[src/rtl/move_sequencer.sv]
// move_sequencer: runs one four-step servo move (rotate, release, return,
// regrip) for a single selected servo, triggered by a rising edge on one of
// the four row-move requests while the sequencer is idle and enabled.
//
// Handshake: a move request is a rising edge (level now 1, last cycle 0)
// on I_move_*. It is taken only in IDLE with I_enable high. Edges seen at
// any other time are dropped and never queued. o_busy stays high from the
// cycle after acceptance until the DONE cycle, inclusive. o_done is a
// single-cycle pulse in DONE.
module move_sequencer #(
    parameter int unsigned STEP_CYCLES = 50000
) (
    input  logic       I_sys_clk,
    input  logic       I_sys_rst_n,
    input  logic       I_enable,
    input  logic       I_move_leftRow,
    input  logic       I_move_rightRow,
    input  logic       I_move_topRow,
    input  logic       I_move_bottomRow,
    output logic [3:0] o_dir,
    output logic [3:0] o_grip,
    output logic       o_busy,
    output logic       o_done,
    output logic [2:0] o_state_dbg
);

    localparam int unsigned CNT_W = $clog2(STEP_CYCLES);
    localparam logic [CNT_W-1:0] CNT_LAST = CNT_W'(STEP_CYCLES - 1);

    typedef enum logic [2:0] {
        ST_IDLE    = 3'd0,
        ST_ROTATE  = 3'd1,
        ST_RELEASE = 3'd2,
        ST_RETURN  = 3'd3,
        ST_REGRIP  = 3'd4,
        ST_DONE    = 3'd5
    } state_e;

    state_e           state_q, state_d;
    logic [CNT_W-1:0] cnt_q, cnt_d;
    logic [1:0]       sel_q, sel_d;
    logic [3:0]       dir_q, dir_d;
    logic [3:0]       grip_q, grip_d;
    logic [3:0]       req_q;

    logic [3:0] req;
    logic [3:0] edge_det;
    logic [1:0] pick;
    logic       step_done;

    // Servo index order: left=0, right=1, top=2, bottom=3.
    assign req      = {I_move_bottomRow, I_move_topRow, I_move_rightRow, I_move_leftRow};
    assign edge_det = req & ~req_q;
    assign step_done = (cnt_q == CNT_LAST);

    // Fixed-priority pick among simultaneous edges: lowest index wins.
    always_comb begin
        pick = 2'd3;
        if (edge_det[0]) begin
            pick = 2'd0;
        end else if (edge_det[1]) begin
            pick = 2'd1;
        end else if (edge_det[2]) begin
            pick = 2'd2;
        end
    end

    // Request history; resets high so a request held through reset needs a re-press.
    always_ff @(posedge I_sys_clk or negedge I_sys_rst_n) begin
        if (!I_sys_rst_n) begin
            req_q <= 4'b1111;
        end else begin
            req_q <= req;
        end
    end

    // Sequencer state, step counter, selected servo and servo command registers.
    always_ff @(posedge I_sys_clk or negedge I_sys_rst_n) begin
        if (!I_sys_rst_n) begin
            state_q <= ST_IDLE;
            cnt_q   <= '0;
            sel_q   <= 2'd0;
            dir_q   <= 4'b0000;
            grip_q  <= 4'b1111;
        end else begin
            state_q <= state_d;
            cnt_q   <= cnt_d;
            sel_q   <= sel_d;
            dir_q   <= dir_d;
            grip_q  <= grip_d;
        end
    end

    // Next-state logic; servo bits change on the edge that enters each step.
    always_comb begin
        state_d = state_q;
        cnt_d   = cnt_q;
        sel_d   = sel_q;
        dir_d   = dir_q;
        grip_d  = grip_q;
        unique case (state_q)
            ST_IDLE: begin
                cnt_d = '0;
                if (I_enable && (|edge_det)) begin
                    state_d     = ST_ROTATE;
                    sel_d       = pick;
                    dir_d[pick] = 1'b1;
                end
            end
            ST_ROTATE: begin
                if (step_done) begin
                    state_d       = ST_RELEASE;
                    cnt_d         = '0;
                    grip_d[sel_q] = 1'b0;
                end else begin
                    cnt_d = cnt_q + 1'b1;
                end
            end
            ST_RELEASE: begin
                if (step_done) begin
                    state_d      = ST_RETURN;
                    cnt_d        = '0;
                    dir_d[sel_q] = 1'b0;
                end else begin
                    cnt_d = cnt_q + 1'b1;
                end
            end
            ST_RETURN: begin
                if (step_done) begin
                    state_d       = ST_REGRIP;
                    cnt_d         = '0;
                    grip_d[sel_q] = 1'b1;
                end else begin
                    cnt_d = cnt_q + 1'b1;
                end
            end
            ST_REGRIP: begin
                if (step_done) begin
                    state_d = ST_DONE;
                    cnt_d   = '0;
                end else begin
                    cnt_d = cnt_q + 1'b1;
                end
            end
            ST_DONE: begin
                state_d = ST_IDLE;
                cnt_d   = '0;
            end
            default: begin
                state_d = ST_IDLE;
                cnt_d   = '0;
            end
        endcase
    end

    assign o_dir       = dir_q;
    assign o_grip      = grip_q;
    assign o_busy      = (state_q != ST_IDLE);
    assign o_done      = (state_q == ST_DONE);
    assign o_state_dbg = state_q;

endmodule

[config.mk]
export PLATFORM = sky130hd
export DESIGN_NAME = move_sequencer
export DESIGN_NICKNAME = d
export VERILOG_FILES = /design/src/rtl/move_sequencer.sv
export SDC_FILE = /design/constraint.sdc
export NUM_CORES = 1
export LEC_CHECK = 0
export CORE_ASPECT_RATIO = 1.2
export CORE_MARGIN = 3
export CORE_UTILIZATION = 49
export DETAILED_ROUTE_END_ITERATION = 6
export PLACE_DENSITY_LB_ADDON = 0.12
export SETUP_SLACK_MARGIN = 0.15
export SLEW_MARGIN = 0
export SYNTH_ARGS = -nofsm -noshare
export SYNTH_HDL_FRONTEND = slang
export SYNTH_SLANG_ARGS = --single-unit
[constraint.sdc]
create_clock -name I_sys_clk -period 1.6 [get_ports I_sys_clk]
set_input_delay 0.4 -clock I_sys_clk [delete_from_list [all_inputs] [get_ports I_sys_clk]]
set_output_delay 0.4 -clock I_sys_clk [all_outputs]
set_load 0.02 [all_outputs]
## Word-level counts from Yosys, hierarchy flattened

Cells that the tools add are included.

- Flip-flop bits (word level): 33
- Input bits: 7
- Output and inout port bits: 13
- Logic and storage cells: 63

- $add $sub $neg: 1
- $lt $le $gt $ge: 4
- Eq/ne operators: 11
- Mux-type cells: 21
- Bitwise logic cells: 7
- Reductions and logical operators: 13

Operators with widths:

| cell | count |
|---|---|
| two-way mux 16 bit | 2 |
| adder 16 x 1 -> 16 bit, second input constant | 1 |
| equality test 16 bit, second input constant | 1 |
| two-way mux 4 bit | 4 |
| one-hot mux 4 bit (2 select lines) | 2 |
| two-way mux 3 bit | 5 |
| one-hot mux 3 bit (5 select lines) | 1 |
| bitwise AND 4 bit | 3 |
| != test 2 bit, second input constant | 5 |
| NOT 4 bit | 2 |
| OR 4 bit | 2 |
| OR reduction 4 bit | 2 |
| equality test 3 x 2 -> 1 bit, second input constant | 2 |
| equality test 3 bit, second input constant | 2 |
| < comparator 2 x 3 -> 1 bit, second input constant | 2 |
| AND reduction 3 bit | 2 |
| AND reduction 5 bit | 1 |
| demux 1 bit (select 2 bit) | 2 |
| >= comparator 2 x 1 -> 1 bit, second input constant | 2 |
| two-way mux 2 bit | 2 |
| nonzero test 2 bit | 2 |
| equality test 3 x 1 -> 1 bit, second input constant | 1 |
| logical AND 1 bit | 3 |
| zero test 3 bit | 1 |
| 3 further kinds | 5 |

## Logic depth before layout (Yosys ltp)

Gate-level depths: netlist of run 1.

- Word-level depth: 12
- Mapped depth: 7
- Depth with buffers taken out: 5

## Worst setup path after synthesis of run 1

OpenSTA, ideal clock, no wires.

- Kind: reg2reg
- Start point: register state_q[2] (netlist: o_state_dbg[2])
- End point: register cnt_q[12]
- Setup time: 0.119 ns
- Arrival time: 1.599 ns
- Data required time: 1.481 ns
- Setup slack: -0.117 ns
- Stages on the path, launching flop included: 8
- Path buffers: 3
- Period minus slack after synthesis: 1.717 ns
- Cells stage by stage: dfrtp_1 buf_2 or3_1 nand2_1 or2_2 buf_4 buf_6 nor2_1

- Cells in the longest elaborated chain, start to end: 3
- Elaborated cells on any way between the ends: 6
- Those cells by class: eq/ne (4); mux (1); reduce/logical (1)

RTL lines:

| item | line | source |
|---|---|---|
| from (decl) | 39 | `state_e state_q, state_d;` |
| from (signal assigned) | 86 | `state_q <= state_d;` |
| equality test 3 bit (tied with other cells) | 101 | `unique case (state_q)` |
| OR reduction 4 bit (no line) (*) | - |  |
| two-way mux 16 bit (*) | - |  |
| via cnt_d[12] | 40 | `logic [CNT_W-1:0] cnt_q, cnt_d;` |
| to (signal assigned) | 87 | `cnt_q <= cnt_d;` |
| to (decl) | 40 |  |

Mark *: on every way through the listed nets, which the timed path passes. The rest lies on a longest branch.
A chain may end at the register's enable or synchronous reset.

## Final worst setup path of run 1

- Start point: register state_q[0] (netlist: o_state_dbg[0])
- End point: output port o_busy

- Cells in the longest elaborated chain, start to end: 1

RTL lines:

| item | line | source |
|---|---|---|
| nonzero test 3 bit | 158 | `assign o_busy = (state_q != ST_IDLE);` |
| to (decl) | 22 | `output logic o_busy,` |

No other way between the ends.

==> results by group, run 1 <==
Critical path
  – Crit path max fanout: 2
  – Critical path class: register to output port
  – Slowest CP cell: dfrtp_2
  – Crit path launch type: register
  – Internal reg-to-reg setup slack: -0.06 ns
  – Critical Path RT: 1.20 ns
  – Element type at the critical path end: output port
  – CP Data Arrival Time: about 1.3 ns
  – CP Cell Sequence: or3_4, buf_6
  – CP max stage delay: 0.41 ns

Layout
  – Share of cells above drive strength 1: 0.5965
  – Area growth, synth to finish: 53.74%
  – Ant. Diodes: 0
  – Final core utilization: 0.8119
  – Nets: around 240
  – Final Instance Area: roughly 0.0026 mm^2

Timing
  – Max-slew violations: 0
  – Clk_skew: between 0.015 and 0.02 ns
  – Finish-stage setup viols: 15
  – Hold violation total from the final report: 0
  – Rel. slew slack: 0.7870
  – F_max: between 500 and 600 MHz
  – Worst-margin pin slew: about 0.32 ns
  – Crit share post-route: 1.056
  – RSZ-0062 raised after global routing: true
  – Final setup slack of the worst path: -0.08881 ns
  – Accumulated negative setup slack: -0.4396 ns
  – Fin crit period: ~1.7 ns

Yosys
  – Synth Cell Area: about 0.0017 mm^2
  – Post-synthesis mux area share: 0.02695
  – Mapped Nets: between 150 and 200
  – Yosys reg bits: 33
  – Yosys top cell area share: 0.3743
  – Fraction of registers with async set/reset: 1.000
  – Post-synthesis simple-gate area fraction: 0.2665
  – Post-synthesis cell type count: 49
  – Adder-cell share of the synthesized area: 0.007485
  – Post-synth EDFFs: 0
  – Synthesized instance count: about 160
  – Register area share after synthesis: 0.5000
  – Top-count cell post-synth: dfrtp_1
  – Xor and xnor area share after synthesis: 0.06287
  – Syn Area/Cell: ~11 um^2
  – Area leader, netlist: dfrtp_1
  – Most area-consuming cells after synthesis: dfrtp_1 37%, dfstp_2 13%, nor2_1 4.0%
  – Main combinational cell family by area after synthesis: simple AND/OR/NAND/NOR gates
  – Synth Flop Type: dfrtp_1
  – Synth Area in Compound Gates: 0.09132
  – Yosys Warn Count: 0
  – Most common library cells after synthesis: 25 x dfrtp_1, 18 x nor2_1, 9 x nand3_1

Pwr
  – Leakage: ~1.2 nW
  – Clk network pwr share: 0.372
  – Flop pwr share: 0.570
  – Max IR drop VDD: approximately 0.6 mV
  – Power Internal: 0.001145 W
  – NetSw: between 0.0003 and 0.0004 W
  – Switching share of power: 0.2394
  – Power per cell area: 585.5 mW/mm^2
  – Gate power share: 0.058

Hold path
  – Hold Crit Class: input pin to asynchronous set/reset pin

Routing
  – Routed via count: between 1.5k and 2k
  – Routed len/inst: about 17 um
  – DRC: 0
  – Vias per inst: between 5 and 6
  – Antenna Nets Post-Route: 0
  – Pre-antenna DRT Iters: 4
  – Drt total wl: roughly 4400 um
  – Initial DRC Count: 50

Global route
  – Initial antenna violation count: 0
  – Largest net degree at the start of global routing: 34
  – Overflow after GRT: 0
  – Vias in the first global route: roughly 1.6k
  – First-pass GRT wire length: 7217 um
  – Total Routing Usage GR: 0.2315

Placement
  – Gp weighted congestion: about 0.87
  – Dpl ws: -0.1801 ns
  – Number of port buffers: 19
  – Placed Area: between 0.002 and 0.0025 mm^2
  – HPWL after DPL: 2548 um

Die
  – Chip width: between 50 and 60 um
  – Core ar.: 0.003166 mm^2
  – Rows: 22
  – Initial cell density of the core: 0.5281
  – Die Height: roughly 70 um
  – Full die area: around 0.0042 mm^2
  – IO Pins: 20

CTS
  – CTS tree: done
  – CTS Buf Count: 5
  – # clock sinks: 33
  – Worst-path clk slew: 0.12 ns
  – CTS root buffer: clkbuf_4
  – Worst skew pair latency: around 0.36 ns
  – CTS HTree Levels: 2
  – Clock Path Buffers: 2

Outcome
  – Failing checks: negative setup slack
  – Outcome: complete, but fails checks

Run
  – Max-cap check violation count: 0
==> worst max-delay path: cells and delay by family, from the launching register on <==
kind / cells / cell delay [ns]
flops: 1 / 0.41
simple gates: 1 / 0.39
buf+inv: 1 / 0.14
==> power groups by stage <==
stage	Sequential, W	Combinational [W]	Clock, W
floorplan	0.000873	0.0000217	0
global placement	0.000872	0.0000798	0
detailed placement	0.000872	0.0000817	0
CTS	0.000857	0.0000869	0.000563
global route	0.000858	0.0000971	0.000597
finish	0.000857	0.0000879	0.000560
==> metal layers <==
metal / part of all wire / wire length, um / track usage / vias to the layer above
met2: 0.55 / 2447 / 0.4034 / 36
met1: 0.39 / 1744 / 0.2563 / 753
met3: 0.031 / 137 / 0.06100 / 13
met5: 0 / 0 / 0 / -
met4: 0.025 / 111 / 0.09572 / 0
li1: - / - / - / 703
==> kinds of logic (layout without fill, tap and decap cells) <==
logic type,count (synthesis),in the layout
AOI/OAI and AO/OA,22,22
muxes,4,4
adders and majority gates,1,1
and+or+nand+nor,74,76
xor gates and xnor gates,12,12
DFF,33,33
buffers and inverters,11,80
==> stage by stage <==
step / hold slack (ns) / power [W] / instances
after global routing: 0.4169 / 0.001553 / 264
after detailed placement: 0.4928 / 0.0009537 / 236
after floorplan: 0.1044 / 0.0008944 / 157
after global placement: 0.4927 / 0.0009513 / 236
final: 0.4050 / 0.001505 / 264
after CTS: 0.4033 / 0.001507 / 259
==> placed cells by master (no fill, tap or decap), drive strengths merged, types with 3 or more instances in the layout <==
| master | synthesis | final |
|---|---|---|
| xor2 | 7 | 7 |
| nand3 | 9 | 9 |
| or3 | 3 | 3 |
| o21ai | 4 | 4 |
| clkbuf | 1 | 9 |
| nand2 | 8 | 8 |
| or2 | 2 | 3 |
| mux2 | 4 | 4 |
| dfstp | 8 | 8 |
| and3 | 4 | 4 |
| nor2b | 6 | 6 |
| xnor2 | 5 | 5 |
| nor2 | 18 | 18 |
| clkdlybuf4s50 | 0 | 6 |
| nand2b | 4 | 4 |
| buf | 7 | 60 |
| inv | 3 | 3 |
| a31oi | 3 | 3 |
| dfrtp | 25 | 25 |
| nand4 | 8 | 8 |
| a21oi | 4 | 4 |
==> worst paths after layout <==
| kind | startpoint | end | depth (start not counted) |
|---|---|---|---|
| max | o_state_dbg[0]$_DFFE_PN0P_ | o_busy | 2 |
| max in group asynchronous | I_sys_rst_n | asynchronous set/reset pin | 2 |
| min | I_sys_rst_n | sel_q[1]$_DFFE_PN0P_ | 2 |
| min reg2reg | o_dir[2]$_DFFE_PN0P_ | o_dir[2]$_DFFE_PN0P_ | 1 |
| max reg2reg | cnt_q[4]$_DFF_PN0_ | register | 4 |
| min in group I_sys_clk | I_move_bottomRow | req_q[3]$_DFF_PN1_ | 1 |
==> cell type report <==
class,instances,area [um^2]
fill,187,595.6
clock inverter,1,5.005
inverter,3,11.26
tap,36,45.04
multi-input combinational,115,1003
sequential,33,838.3
timing repair buffer,69,601.8
clock buffer,7,65.06
==> timing repair <==
item,in CTS,in global routing
hold buffers,0,0
pin swaps,32,12
cloned,2,0
buffers inserted,13,5
endpoints found under the setup margin,39,41
gates resized for setup,89,25
(Power assumes the default switching activity.)
==> run 2, diff against run 1 <==
Settings changed: CORE_ASPECT_RATIO 1.2 to 0.7, CORE_MARGIN 3 to default.
==> results by group, run 2 (synthesized netlist as in run 1, its figures left out) <==
Die
  – Rows: 17 (was 22)
  – Core ar.: 0.003191 mm^2 (was 0.003166 mm^2)
  – IO Pins: 20 (unchanged)
  – Full die area: 0.003653 mm^2 (was 0.004151 mm^2)
  – Chip width: 71.81 um (was 59.32 um)
  – Die Height: 50.87 um (was 69.98 um)
  – Initial cell density of the core: 0.5239 (was 0.5281)

Critical path
  – Element type at the critical path end: register (was output port)
  – Crit path max fanout: 6 (was 2)
  – CP Data Arrival Time: 1.88 ns (was 1.29 ns)
  – Critical path class: register to register (was register to output port)
  – Critical Path RT: 1.83 ns (was 1.20 ns)
  – Crit path launch type: register (unchanged)

CTS
  – CTS Buf Count: 5 (unchanged)
  – # hold bufs at CTS: 0 (unchanged)
  – CTS tree: done (unchanged)
  – Clock Path Buffers: 2 (unchanged)
  – Worst skew pair latency: 0.30 ns (was 0.36 ns)
  – CTS HTree Levels: 2 (unchanged)
  – Worst-path clk slew: 0.08 ns (was 0.12 ns)
  – CTS root buffer: clkbuf_8 (was clkbuf_4)
  – # clock sinks: 33 (unchanged)

Pwr
  – Gate power share: 0.052 (was 0.058)
  – Max IR drop VDD: 0.6907 mV (was 0.6025 mV)
  – Power per cell area: 671.8 mW/mm^2 (was 585.5 mW/mm^2)
  – Power Internal: 0.001396 W (was 0.001145 W)
  – Flop pwr share: 0.482 (was 0.570)
  – Leakage: 1.177 nW (was 1.157 nW)
  – NetSw: 0.0003924 W (was 0.0003602 W)
  – Clk network pwr share: 0.467 (was 0.372)
  – Switching share of power: 0.2194 (was 0.2394)

Routing
  – WL met3: 529 um (was 137 um)
  – WL met1: 2172 um (was 1744 um)
  – DRC: 0 (unchanged)
  – Pre-antenna DRT Iters: 5 (was 4)
  – Highest routed layer: met4 (unchanged)
  – Met2 wire len: 2657 um (was 2447 um)
  – Vias per inst: 6.287 (was 5.701)
  – Initial DRC Count: 125 (was 50)
  – Routed via count: 1641 (was 1505)
  – Routed len/inst: 21.74 um (was 16.82 um)
  – Drt total wl: 5673 um (was 4440 um)
  – Antenna Nets Post-Route: 0 (unchanged)

Layout
  – Area growth, synth to finish: 59.28% (was 53.74%)
  – Most frequent cells in the layout: 31 x buf_4, 18 x dfrtp_1, 15 x buf_6 (was 42 x buf_4, 23 x dfrtp_1, 16 x buf_6)
  – Sequential cell area: 844.6 um^2 (was 838.3 um^2)
  – FILL cells: 151 (was 187)
  – Nets: 230 (was 235)
  – Area of the multi-input gates: 0.001077 mm^2 (was 0.001003 mm^2)
  – Ant. Diodes: 0 (unchanged)
  – Finished Layout Cells: 261 (was 264)
  – Share of cells above drive strength 1: 0.6054 (was 0.5965)
  – Commonest non-fill, non-tap cell in the layout: buf_4 (unchanged)

Placement
  – Number of port buffers: 19 (unchanged)
  – HPWL after DPL: 2582 um (was 2548 um)
  – Inst Count DP: 229 (was 236)
  – Gp weighted congestion: 0.8754 (was 0.8676)

Hold path
  – Hold Crit Class: input pin to register (was input pin to asynchronous set/reset pin)

Timing
  – RSZ-0062 raised after global routing: true (unchanged)
  – Clk_skew: 0.009878 ns (was 0.01754 ns)
  – F_max: 607.0 MHz (was 592.1 MHz)
  – Accumulated negative setup slack: -0.1807 ns (was -0.4396 ns)
  – Worst-margin pin slew: 0.3938 ns (was 0.3166 ns)
  – Finish-stage setup viols: 5 (was 15)
  – Final setup slack of the worst path: -0.04750 ns (was -0.08881 ns)
  – Hold violation total from the final report: 0 (unchanged)
  – Fin crit period: 1.647 ns (was 1.689 ns)
  – Crit share post-route: 1.030 (was 1.056)
  – Max-slew violations: 0 (unchanged)
  – Rel. slew slack: 0.7370 (was 0.7870)

Global route
  – Overflow after GRT: 0 (unchanged)
  – Initial antenna violation count: 0 (unchanged)
  – Vias in the first global route: 1543 (was 1558)
  – First-pass GRT wire length: 7541 um (was 7217 um)
  – Largest net degree at the start of global routing: 34 (unchanged)
  – Total Routing Usage GR: 0.2845 (was 0.2315)

Outcome
  – Outcome: complete, but fails checks (unchanged)
  – Failing checks: negative setup slack (unchanged)

Run
  – Max-cap check violation count: 0 (unchanged)
run 2: timing repair:
item	CTS	global route
resized for setup	95	26
buffers inserted	16	6
pin swaps	36	17
setup endpoints to repair	41	30
cloned	2	0
run 2: worst max-delay path, stage by stage (launching register included):
cell	delay, ns
dfrtp_1	0.41
nor4bb_4	0.38
and4_4	0.34
nand4_1	0.15
mux2_2	0.30
run 2: cell type report:
type | count | area share
multi-input cells | 115 | 0.4046
flip-flops and latches | 33 | 0.3172
repair buffers | 64 | 0.2110
clock buffers | 6 | 0.03102
well taps | 38 | 0.01786
clock inverters | 2 | 0.01410
inverters | 3 | 0.004229
run 2: metrics by stage:
stage	utilization	instance area, um^2	worst slack, ns	total power [W]	hold slack (ns)
final	0.8345	2663	-0.04750	0.001789	0.3675
after floorplan	-	1743	0.01105	0.0008944	0.1044
after detailed placement	0.6529	2083	-0.2918	0.0009510	0.4947
after CTS	0.7875	2512	-0.04414	0.001791	0.3730
after global routing	0.8345	2663	-0.09199	0.001833	0.3723
after global placement	0.6529	2083	-0.2323	0.0009484	0.4927
run 2: routing by layer:
layer,global-route usage,vias up
li1,-,691
met1,0.3700,795
met2,0.4575,120
met3,0.06312,35
met4,0.1340,0
met5,0,-
run 2: path summary, 6_finish.rpt:
| path | cells after the start | to | start | slack, ns |
|---|---|---|---|---|
| max | 4 | register | cnt_q[4]$_DFF_PN0_ | -0.05 |
| min | 2 | req_q[3]$_DFF_PN1_ | I_move_bottomRow | 0.37 |
| min reg2reg | 1 | o_dir[2]$_DFFE_PN0P_ | o_dir[2]$_DFFE_PN0P_ | 0.51 |
| max reg2reg | 4 | register | cnt_q[4]$_DFF_PN0_ | -0.05 |
| max in group asynchronous | 2 | req_q[2]$_DFF_PN1_ | I_sys_rst_n | 0.88 |
| min in group asynchronous | 2 | o_state_dbg[1]$_DFFE_PN0P_ | I_sys_rst_n | 0.47 |
run 2: power by group through the flow:
stage               Clock, W  Combinational (W)  Sequential, W
floorplan                  0          0.0000217       0.000873
global placement           0          0.0000772       0.000871
detailed placement         0          0.0000796       0.000871
CTS                 0.000846          0.0000857       0.000858
global route        0.000873          0.0000991       0.000862
finish              0.000834          0.0000928       0.000861
